**src/rtl/regfile_pkg.sv**
```systemverilog
// Shared constants for the RegisterFile sequencer: FunSel codes, command opcodes,
// FSM state encoding and small opcode classification helpers.
package regfile_pkg;

    localparam logic [2:0] FUN_DEC  = 3'b000;
    localparam logic [2:0] FUN_INC  = 3'b001;
    localparam logic [2:0] FUN_LOAD = 3'b010;
    localparam logic [2:0] FUN_CLR  = 3'b011;

    localparam logic [2:0] OP_NOP  = 3'd0;
    localparam logic [2:0] OP_CLR  = 3'd1;
    localparam logic [2:0] OP_INC  = 3'd2;
    localparam logic [2:0] OP_DEC  = 3'd3;
    localparam logic [2:0] OP_LDI  = 3'd4;
    localparam logic [2:0] OP_MOV  = 3'd5;
    localparam logic [2:0] OP_SWAP = 3'd6;
    localparam logic [2:0] OP_ILL  = 3'd7;

    typedef enum logic [2:0] {
        S_IDLE = 3'd0,
        S_READ = 3'd1,
        S_WR1  = 3'd2,
        S_WR2  = 3'd3,
        S_DONE = 3'd4
    } state_t;

    function automatic logic op_is_swap(input logic [2:0] op, input logic swap_en);
        return (op == OP_SWAP) && swap_en;
    endfunction

    // MOV and a supported SWAP need the registered OutA/OutB, so they pass through READ.
    function automatic logic op_reads(input logic [2:0] op, input logic swap_en);
        return (op == OP_MOV) || op_is_swap(op, swap_en);
    endfunction

    function automatic logic op_illegal(input logic [2:0] op, input logic swap_en);
        return (op == OP_ILL) || ((op == OP_SWAP) && !swap_en);
    endfunction

endpackage

```
**src/rtl/rf_index_decode.sv**
```systemverilog
// Maps a 3-bit register index (0-3 = R1-R4, 4-7 = S1-S4) onto the one-hot
// RegSel/ScrSel pair; bit 3 selects R1/S1, bit 0 selects R4/S4.
module rf_index_decode (
    input  logic [2:0] idx,
    output logic [3:0] reg_sel,
    output logic [3:0] scr_sel
);

    logic [3:0] onehot;

    assign onehot  = 4'b1000 >> idx[1:0];
    assign reg_sel = idx[2] ? 4'b0000 : onehot;
    assign scr_sel = idx[2] ? onehot  : 4'b0000;

endmodule

```
**src/rtl/regfile_sequencer.sv**
```systemverilog
// Command-driven initiator for the 8-entry RegisterFile: accepts one register-level
// command per handshake and sequences the read/write cycles needed to execute it.
module regfile_sequencer
    import regfile_pkg::*;
#(
    parameter int DATA_W  = 32,
    parameter bit SWAP_EN = 1'b1
) (
    input  logic              Clock,
    input  logic              Reset,
    input  logic              cmd_valid,
    output logic              cmd_ready,
    input  logic [2:0]        cmd_op,
    input  logic [2:0]        cmd_src,
    input  logic [2:0]        cmd_dst,
    input  logic [DATA_W-1:0] cmd_imm,
    output logic              done,
    output logic              err,
    output logic [DATA_W-1:0] rf_I,
    output logic [2:0]        rf_FunSel,
    output logic [3:0]        rf_RegSel,
    output logic [3:0]        rf_ScrSel,
    output logic [2:0]        rf_OutASel,
    output logic [2:0]        rf_OutBSel,
    input  logic [DATA_W-1:0] rf_OutA,
    input  logic [DATA_W-1:0] rf_OutB
);

    state_t            state, next_state;
    logic              run;
    logic [2:0]        op_p0, src_p0, dst_p0;
    logic [DATA_W-1:0] imm_p0;
    logic [DATA_W-1:0] hold_p1;
    logic [2:0]        asel_q, bsel_q;
    logic [3:0]        dst_reg_sel, dst_scr_sel, src_reg_sel, src_scr_sel;
    logic              accept;

    rf_index_decode u_dst_decode (.idx(dst_p0), .reg_sel(dst_reg_sel), .scr_sel(dst_scr_sel));
    rf_index_decode u_src_decode (.idx(src_p0), .reg_sel(src_reg_sel), .scr_sel(src_scr_sel));

    // run keeps cmd_ready low while Reset is held and for the first edge after it
    assign cmd_ready = run && (state == S_IDLE);
    assign accept    = cmd_valid && cmd_ready;

    always_ff @(posedge Clock or posedge Reset) begin
        if (Reset) begin
            state <= S_IDLE;
            run   <= 1'b0;
        end else begin
            state <= next_state;
            run   <= 1'b1;
        end
    end

    // Command latch, SWAP hold register and the sticky read selects
    always_ff @(posedge Clock or posedge Reset) begin
        if (Reset) begin
            op_p0   <= '0;
            src_p0  <= '0;
            dst_p0  <= '0;
            imm_p0  <= '0;
            hold_p1 <= '0;
            asel_q  <= '0;
            bsel_q  <= '0;
        end else begin
            if (accept) begin
                op_p0  <= cmd_op;
                src_p0 <= cmd_src;
                dst_p0 <= cmd_dst;
                imm_p0 <= cmd_imm;
            end
            if (state == S_READ) begin
                asel_q <= src_p0;
                bsel_q <= dst_p0;
            end
            if (state == S_WR1) begin
                hold_p1 <= rf_OutB;
            end
        end
    end

    always_comb begin
        next_state = state;
        unique case (state)
            S_IDLE: if (accept) next_state = op_reads(cmd_op, SWAP_EN) ? S_READ : S_WR1;
            S_READ: next_state = S_WR1;
            S_WR1:  next_state = op_is_swap(op_p0, SWAP_EN) ? S_WR2 : S_DONE;
            S_WR2:  next_state = S_DONE;
            S_DONE: next_state = S_IDLE;
            default: next_state = S_IDLE;
        endcase
    end

    always_comb begin
        rf_I       = '0;
        rf_FunSel  = FUN_DEC;
        rf_RegSel  = 4'b0000;
        rf_ScrSel  = 4'b0000;
        rf_OutASel = asel_q;
        rf_OutBSel = bsel_q;
        done       = 1'b0;
        err        = 1'b0;
        unique case (state)
            S_READ: begin
                rf_OutASel = src_p0;
                rf_OutBSel = dst_p0;
            end
            S_WR1: begin
                if (!op_illegal(op_p0, SWAP_EN) && (op_p0 != OP_NOP)) begin
                    rf_RegSel = dst_reg_sel;
                    rf_ScrSel = dst_scr_sel;
                end
                unique case (op_p0)
                    OP_CLR:  rf_FunSel = FUN_CLR;
                    OP_INC:  rf_FunSel = FUN_INC;
                    OP_DEC:  rf_FunSel = FUN_DEC;
                    OP_LDI: begin
                        rf_FunSel = FUN_LOAD;
                        rf_I      = imm_p0;
                    end
                    OP_MOV, OP_SWAP: begin
                        rf_FunSel = FUN_LOAD;
                        rf_I      = rf_OutA;
                    end
                    default: rf_FunSel = FUN_DEC;
                endcase
            end
            // Second half of SWAP: old dst value captured from OutB goes back to src
            S_WR2: begin
                rf_FunSel = FUN_LOAD;
                rf_I      = hold_p1;
                rf_RegSel = src_reg_sel;
                rf_ScrSel = src_scr_sel;
            end
            S_DONE: begin
                done = 1'b1;
                err  = op_illegal(op_p0, SWAP_EN);
            end
            default: ;
        endcase
    end

endmodule
```
**config.mk**
```make
export PLATFORM = sky130hd
export DESIGN_NAME = regfile_sequencer
export DESIGN_NICKNAME = d
export VERILOG_FILES = /design/src/rtl/regfile_pkg.sv /design/src/rtl/rf_index_decode.sv /design/src/rtl/regfile_sequencer.sv
export SDC_FILE = /design/constraint.sdc
export NUM_CORES = 1
export LEC_CHECK = 0
export BUFFER_PORTS_ARGS = -buffer_cell sky130_fd_sc_hd__buf_2
export CORE_ASPECT_RATIO = 1.75
export CORE_MARGIN = 3
export CORE_UTILIZATION = 40
export CTS_CLUSTER_SIZE = 40
export DETAILED_ROUTE_END_ITERATION = 12
export HOLD_SLACK_MARGIN = 0.05
export PLACE_DENSITY_LB_ADDON = 0.08
export SYNTH_ARGS = -nofsm -noshare
export SYNTH_HDL_FRONTEND = slang
export SYNTH_SLANG_ARGS = --single-unit
```
**constraint.sdc**
```tcl
create_clock -name Clock -period 7 [get_ports Clock]
set_input_delay 1.05 -clock Clock [delete_from_list [all_inputs] [get_ports Clock]]
set_output_delay 1.05 -clock Clock [all_outputs]
set_load 0.005 [all_outputs]
```
Word-level counts from Yosys, hierarchy flattened

Index checks and enable logic that the tools add are counted.
W data, S select, Z words.

Flip-flop bits (word level): 83
Latch bits: 0
Output and inout bits: 52
Memories: 0
Bits in read-only memories: 0
Input port bits: 108
Bits in writable memories: 0
Logic and storage cells: 53

Shifts and indexed selects: 2
Mux-type cells: 20
$add $sub $neg: 0
Reduce and logical (&&, ||, !) cells: 9
Equality and inequality tests: 13
$mul: 0
Bitwise logic cells: 0
Order comparisons: 0
Div/mod/pow operators: 0

Operators with widths:

| cell                  | number |
|---|---|
| $pmux W32 S2          | 2 |
| $mux W4               | 6 |
| $eq A3 B3 Y1 const B  | 7 |
| $pmux W4 S2           | 2 |
| $mux W3               | 4 |
| $pmux W3 S4           | 1 |
| $eq A3 B2 Y1 const B  | 3 |
| $shr A4 B2 Y4 const A | 2 |
| $eq A3 B1 Y1 const B  | 2 |
| $pmux W2 S3           | 1 |
| $pmux W2 S2           | 1 |
| $logic_and A1 B1 Y1   | 3 |
| $logic_not A3 Y1      | 1 |
| $reduce_bool A3 Y1    | 1 |
| $reduce_or A3 Y1      | 1 |
| $mux W1               | 2 |
| $mux W2               | 1 |
| $ne A2 B2 Y1 const B  | 1 |
| $reduce_or A2 Y1      | 1 |
| $logic_not A1 Y1      | 1 |
| $logic_or A1 B1 Y1    | 1 |

Logic depth before layout (Yosys ltp)

Gate-level depths: netlist of run 1.

Word-level depth: 5
Mapped depth: 6
Mapped depth without buffers: 3

Cells and area by module

A second synthesis of run 1 with hierarchy kept.

Cell total of the unflattened synthesis: 381
Area total of the unflattened synthesis: 4594.4 µm²

Modules (own cells, without submodules):

| module            | times used | seq. area each (µm²) | area an instance (µm²) | cells an instance |
|---|---|---|---|---|
| regfile_sequencer | 1          | 2077.0               | 4464.3                 | 365 |
| rf_index_decode   | 2          | 0.0                  | 65.1                   | 8 |

Worst setup path after synthesis of run 1

Ideal clock, no wire load.

Path kind: input-to-output
Start: input port rf_OutA[11]
End: output port rf_I[11]
Data arrival time: 1.470 ns
Buffers on the path: 0
Stages on the path: 3
Data required time: 5.950 ns
Slack: 4.480 ns
Cell sequence: mux2i_1 > o21ai_0 > a22o_1

Longest elaborated chain between the ends: 2

RTL lines:

| item            | RTL line                 | RTL |
|---|---|---|
| start, declared | regfile_sequencer.sv:25  | `input logic [DATA_W-1:0] rf_OutA,` |
| $pmux W32 S2    | regfile_sequencer.sv:113 | `unique case (op_p0)` |
| $pmux W32 S2    | regfile_sequencer.sv:103 | `unique case (state)` |
| end, declared   | regfile_sequencer.sv:19  | `output logic [DATA_W-1:0] rf_I,` |

Every way passes these cells.

Final worst setup path of run 1

Start: register op_p0[1]
End: output port rf_ScrSel[3]

Longest elaborated chain between the ends: 5
Elaborated cells on any way between the ends: 6
Classes of those cells: eq/ne: 1; mux: 2; reduce/logical: 3

RTL lines:

| item                    | RTL line                 | RTL |
|---|---|---|
| start, declared         | regfile_sequencer.sv:31  | `logic [2:0] op_p0, src_p0, dst_p0;` |
| start signal, assigned  | regfile_sequencer.sv:67  | `op_p0 <= cmd_op;` |
| $eq A3 B3 Y1            | regfile_pkg.sv:37        | `return (op == OP_ILL) \|\| ((op == OP_SWAP) && !swap_en);` |
| $logic_not A1 Y1        | regfile_sequencer.sv:109 | `if (!op_illegal(op_p0, SWAP_EN) && (op_p0 != OP_NOP)) begin` |
| $logic_and A1 B1 Y1 (*) | regfile_sequencer.sv:109 |  |
| $mux W4 (*)             | regfile_sequencer.sv:109 |  |
| $pmux W4 S2 (*)         | regfile_sequencer.sv:103 |  |
| end, declared           | regfile_sequencer.sv:22  | `output logic [3:0] rf_ScrSel,` |

Every way passes the cells marked *; elsewhere a longest branch is shown, timed or not.

==> flow_metrics.tcl, run 1 <==
set metrics [dict create \
    vias 3505 \
    vias_per_cell 5.38 \
    cts_sinks 83 \
    hold_path_depth 1 \
    post-place-cells 635 \
    grt_use_total_pct 18.8 \
    async_flop_share_pct 100 \
    power_mw 2.35 \
    cts_tree "done" \
    grt.overflow.total 0 \
    slew_viol_final 0 \
    wirelength_mm 12.0 \
    ys.flop_type "dfrtp_1" \
    max_stage_delay_ps 800 \
    synth-seq-cells 83 \
    hold_path.class "flip-flop to flip-flop" \
    ff2ff_path_depth 4 \
    hold_ws_ps 491 \
    final.period_utilization_pct 50.0 \
    wl_per_cell_um 18.5 \
    timing.final.ws_setup_ps 3500 \
    drtIter0Drc 131 \
    setup_viol 0 \
    layout-drive-gt1-share_pct 51.0 \
    rsz0062_at_grt "no" \
    die_h_um 149 \
    synth_edf_count 0 \
    finalClockSkew_ps 6.14 \
    synth_area_mm2 0.00468 \
    fin_crit_ps 3500 \
    core_mm2 0.0113 \
    p_leak_nw 2.85 \
    start_kind "flip-flop" \
    postCtsResizedCells 0 \
    numCtsBuffers 9 \
    ant_nets 0 \
    maxCapViolCount 0 \
    final_area_mm2 0.00574 \
    slowest_stage "dfrtp_2" \
    grt_pass1_wl_mm 19.1 \
    dieArea_mm2 0.0131 \
    final_cells 651 \
    status "complete, no violations" \
    drt_first_pass_iters 6 \
    areaGrowthSynthToFinish_pct 22.7 \
    irDropWorstVdd_uv 199 \
    yosys.area.top_type_share_pct 44.3 \
    place_area_mm2 0.00546 \
    hold_buffers 0 \
    netlist_top_cells_area "dfrtp_1, mux2_4, mux2_2" \
    initial_utilization_pct 41.5 \
    fin_setup_tns_ps 0 \
    critPathMaxFanout 39 \
    max_freq_mhz 286 \
    synthesis.nets 484 \
    yosysSeqAreaShare_pct 44.3 \
    cp_cell_sequence "buf_4 > or3_1 > nand4b_1 > o22ai_1 > buf_2" \
    die_w_um 87.8 \
    arrival_ps 2450 \
    synthCells 376 \
    netlist_top_cells_count "dfrtp_1, mux2_2, mux2_4" \
    postCtsSetupRepairBufs 0 \
    power_density_mw_per_mm2 409 \
    end_kind "output port" \
    path_clk_slew_ps 60 \
    reg2reg_to "imm_p0[24]" \
    yosysMostFrequentCell "dfrtp_1" \
    timing.rr.start "state[2]" \
    multiInputGateArea_mm2 0.00237 \
    path_class "flip-flop to output port" \
    regArea_mm2 0.00208 \
    cts-root-buf "clkbuf_16" \
    cp.required_ps 5950 \
    rrSetupSlack_ps 4810 \
    yosysTopAreaCell "dfrtp_1" \
    min_to "asel_q[1]" \
    dpl.hpwl_mm 8.30 \
    drcViolationCount 0 \
    grt_pass1_vias 3696 \
    synth.distinct_cells 38 \
    num-nets-final 622 \
    syn_avg_cell_area_um2 12.5 \
    fill_cells 1061 \
    rows 51 \
    yosysWarnings 0 \
    dpl_worst_slack_ps 3840 \
    tightest_slew_ps 1140 \
    min-delay-start "asel_q[1]" \
    port-buffer-count 158 \
    fin_util_pct 50.9 \
    io_pins 160 \
    clkLatencyLatePin_ps 330 \
    clock_path_buffers 2 \
    hold_violations 0 \
    grt_antenna_before_repair 1 \
    grt_max_degree 73 \
    slew_headroom_pct 23.7 \
    htree_levels 3 \
    routabilityCongestion 0.718 \
]
-- state kept, by name (all words and copies together) (netlist names) --
register  cells
op_p0         3
state         3
dst_p0        3
hold_p1      32
imm_p0       32
run           1
bsel_q        3
src_p0        3
asel_q        3
-- final cells by class --
cell class / count / share of cell area (%)
multi-input cells: 255 / 41.3
flip-flops and latches: 83 / 36.2
repair buffers: 163 / 14.4
clock buffers: 12 / 4.29
well taps: 132 / 2.88
clock inverters: 3 / 0.697
inverters: 2 / 0.152
diodes: 1 / 0.0436
-- where the power goes --
group          internal (mW)  total [mW]  leakage, nW  switching, mW
combinational          0.568       0.922         1.72          0.354
sequential             0.720       0.956        0.980          0.237
clock                  0.283       0.472        0.142          0.188
-- critical path, delay by kind of cell, from the launching register on --
family	cells	cell delay, ps
buffers and inverters	2	680
AO/OA/AOI/OAI	1	220
AND/OR/NAND/NOR	2	380
flip-flops	1	800
-- routing by layer --
| metal | share of wire (%) | track usage, % | vias up |
|---|---|---|---|
| li1 | - | - | 1668 |
| met2 | 51 | 31.2 | 110 |
| met5 | 0 | 0 | - |
| met4 | 1.6 | 6.91 | 0 |
| met3 | 5.4 | 3.92 | 14 |
| met1 | 42 | 23.8 | 1713 |
-- logic make-up after synthesis --
family / Yosys count / share of synthesized area [%]
flip-flops: 83 / 44.3
AO/OA/AOI/OAI: 77 / 11.2
multiplexers: 111 / 29.0
buffers and inverters: 38 / 5.13
XOR/XNOR: 2 / 0.374
other: 2 / 0.160
AND/OR/NAND/NOR: 63 / 9.86
-- worst max path at each step --
stage               cells after the start     start  slack, ps      endpoint
global route                            5  op_p0[1]       3310  rf_RegSel[3]
detailed placement                      5  state[2]       3840      rf_I[10]
finish                                  5  op_p0[1]       3500  rf_ScrSel[3]
global placement                        5  state[2]       3850      rf_I[10]
floorplan                               1     Reset       3810     asel_q[0]
CTS                                     5  state[2]       3470      rf_I[10]
-- cells in the final DEF, fill, tap and decap left out, types with 2 or more instances in the layout --
cell type / n
a22o_1: 32
buf_2: 158
buf_4: 5
clkbuf_1: 2
clkbuf_16: 9
clkinv_2: 3
conb_1: 2
dfrtp_1: 81
dfrtp_2: 2
mux2_2: 40
mux2_4: 39
mux2i_1: 32
nand2_1: 3
nand2b_1: 4
nand3_1: 3
nand3b_1: 35
nor2_1: 2
o21ai_0: 33
o22ai_1: 8
or3_1: 2
No activity file was read; power rests on OpenSTA's default activity.
==> inputs of run 2 (changes only) <==
==> constraint.sdc (replaced) <==
create_clock -name Clock -period 3.4 [get_ports Clock]
set_input_delay 0.51 -clock Clock [delete_from_list [all_inputs] [get_ports Clock]]
set_output_delay 0.51 -clock Clock [all_outputs]
set_load 0.005 [all_outputs]
==> flow_metrics.tcl, run 2 (synthesis gave the netlist of run 1 again) <==
set metrics [dict create \
    irDropWorstVdd_uv 377 \
    vias 3543 \
    initial_utilization_pct 41.5 \
    die_h_um 149 \
    grt_max_degree 43 \
    cts_tree "done" \
    multiInputGateArea_mm2 0.00237 \
    cp_cell_sequence "and2b_1 > and2_1 > buf_4 > a22o_1 > buf_2" \
    grt_use_total_pct 18.8 \
    final.period_utilization_pct 83.2 \
    rsz0062_at_grt "no" \
    final_common_cell "buf_2" \
    hold_buffers 0 \
    critPathMaxFanout 22 \
    global_route.usage.met1_pct 22.8 \
    wirelength_mm 11.9 \
    gr-usage-met3_pct 3.32 \
    drtIter0Drc 104 \
    slew_headroom_pct 44.9 \
    port-buffer-count 158 \
    slew_viol_final 0 \
    status "complete, no violations" \
    wl_per_cell_um 18.3 \
    grt_pass1_wl_mm 19.0 \
    cp.depth 5 \
    grt_antenna_before_repair 0 \
    path_delay_family "simple AND/OR/NAND/NOR gates" \
    start_kind "flip-flop" \
    drcViolationCount 0 \
    grt_util_met2_pct 32.2 \
    grt_pass1_vias 3742 \
    hold_path.class "input pin to async pin" \
    crit_buf_inv 2 \
    diodes 0 \
    fin_setup_tns_ps 0 \
    power_density_mw_per_mm2 845 \
    ant_nets 0 \
    dpl.hpwl_mm 8.47 \
    arrival_ps 2320 \
    io_pins 160 \
    ff2ff_path_depth 4 \
    regArea_mm2 0.00208 \
    core_mm2 0.0113 \
    slowest_stage "dfrtp_1" \
    routabilityCongestion 0.806 \
    dieArea_mm2 0.0131 \
    areaGrowthSynthToFinish_pct 23.6 \
    vias_per_cell 5.43 \
    cts-root-buf "clkbuf_16" \
    postCtsResizedCells 0 \
    cp.required_ps 2890 \
    postCtsSetupRepairBufs 0 \
    reg_top3 "hold_p1: 32 flops, imm_p0: 32 flops" \
    rows 51 \
    fill_cells 1052 \
    clkLatencyLatePin_ps 340 \
    path_class "flip-flop to output port" \
    power_mw 4.89 \
    num-nets-final 623 \
    fin_crit_ps 2830 \
    drt_first_pass_iters 4 \
    layout-drive-gt1-share_pct 51.0 \
    path_clk_slew_ps 60 \
    cts_sinks 83 \
    clock_path_buffers 2 \
    end_kind "output port" \
    maxCapViolCount 0 \
    max_stage_delay_ps 470 \
    top_usage_layer "met2" \
    setup_viol 0 \
    max_freq_mhz 354 \
    p_leak_nw 2.86 \
    tightest_slew_ps 826 \
    htree_levels 3 \
    grt.overflow.total 0 \
    die_w_um 87.8 \
    numCtsBuffers 9 \
    layout_common_cells "buf_2, dfrtp_1, mux2_2" \
    finalClockSkew_ps 8.46 \
    hold_violations 0 \
]
## run 2: per-stage QoR
stage	std cells	worst slack [ps]	hold WS, ps	cell area, um2	utilization [%]
final	652	572	273	5790	51.2
after global routing	652	419	333	5790	51.2
after CTS	652	618	306	5790	51.2
after detailed placement	636	997	485	5490	48.6
after global placement	636	1030	479	5490	48.6
after floorplan	376	753	481	4680	-
## run 2: area by class of cell
cell class	count	share of cell area, %
repair buffers	164	14.9
flip-flops and latches	83	35.9
inverters	2	0.151
clock buffers	14	4.56
well taps	132	2.85
multi-input cells	255	41.0
clock inverters	2	0.605
## run 2: worst reg2reg max path: cells and delay by family, from the launching register on
kind	cells	cell delay, ps
simple gates	2	810
mux	1	410
buf+inv	1	390
flops	1	470
## run 2: layer usage
metal	wire length (um)	part of all wire, %	vias up
met5	0	0	-
met4	230	1.9	0
met3	653	5.5	15
met2	6190	52	117
met1	4870	41	1744
li1	-	-	1667
## run 2: final timing paths
kind | startpoint | endpoint | slack, ps
worst max-delay path | state[2] | rf_I[2] | 570
max in group asynchronous | Reset | op_p0[1] | 2420
worst min register to register | asel_q[1] | asel_q[1] | 490
worst max register to register | state[2] | imm_p0[24] | 1210
min in group Clock | rf_OutB[12] | hold_p1[12] | 400
worst min-delay path | Reset | hold_p1[25] | 270
## run 2: power by group
part	total [mW]	internal (mW)	switching, mW	leakage [nW]
Combinational	1.98	1.19	0.789	1.74
Sequential	1.92	1.48	0.438	0.980
Clock	0.988	0.609	0.379	0.147
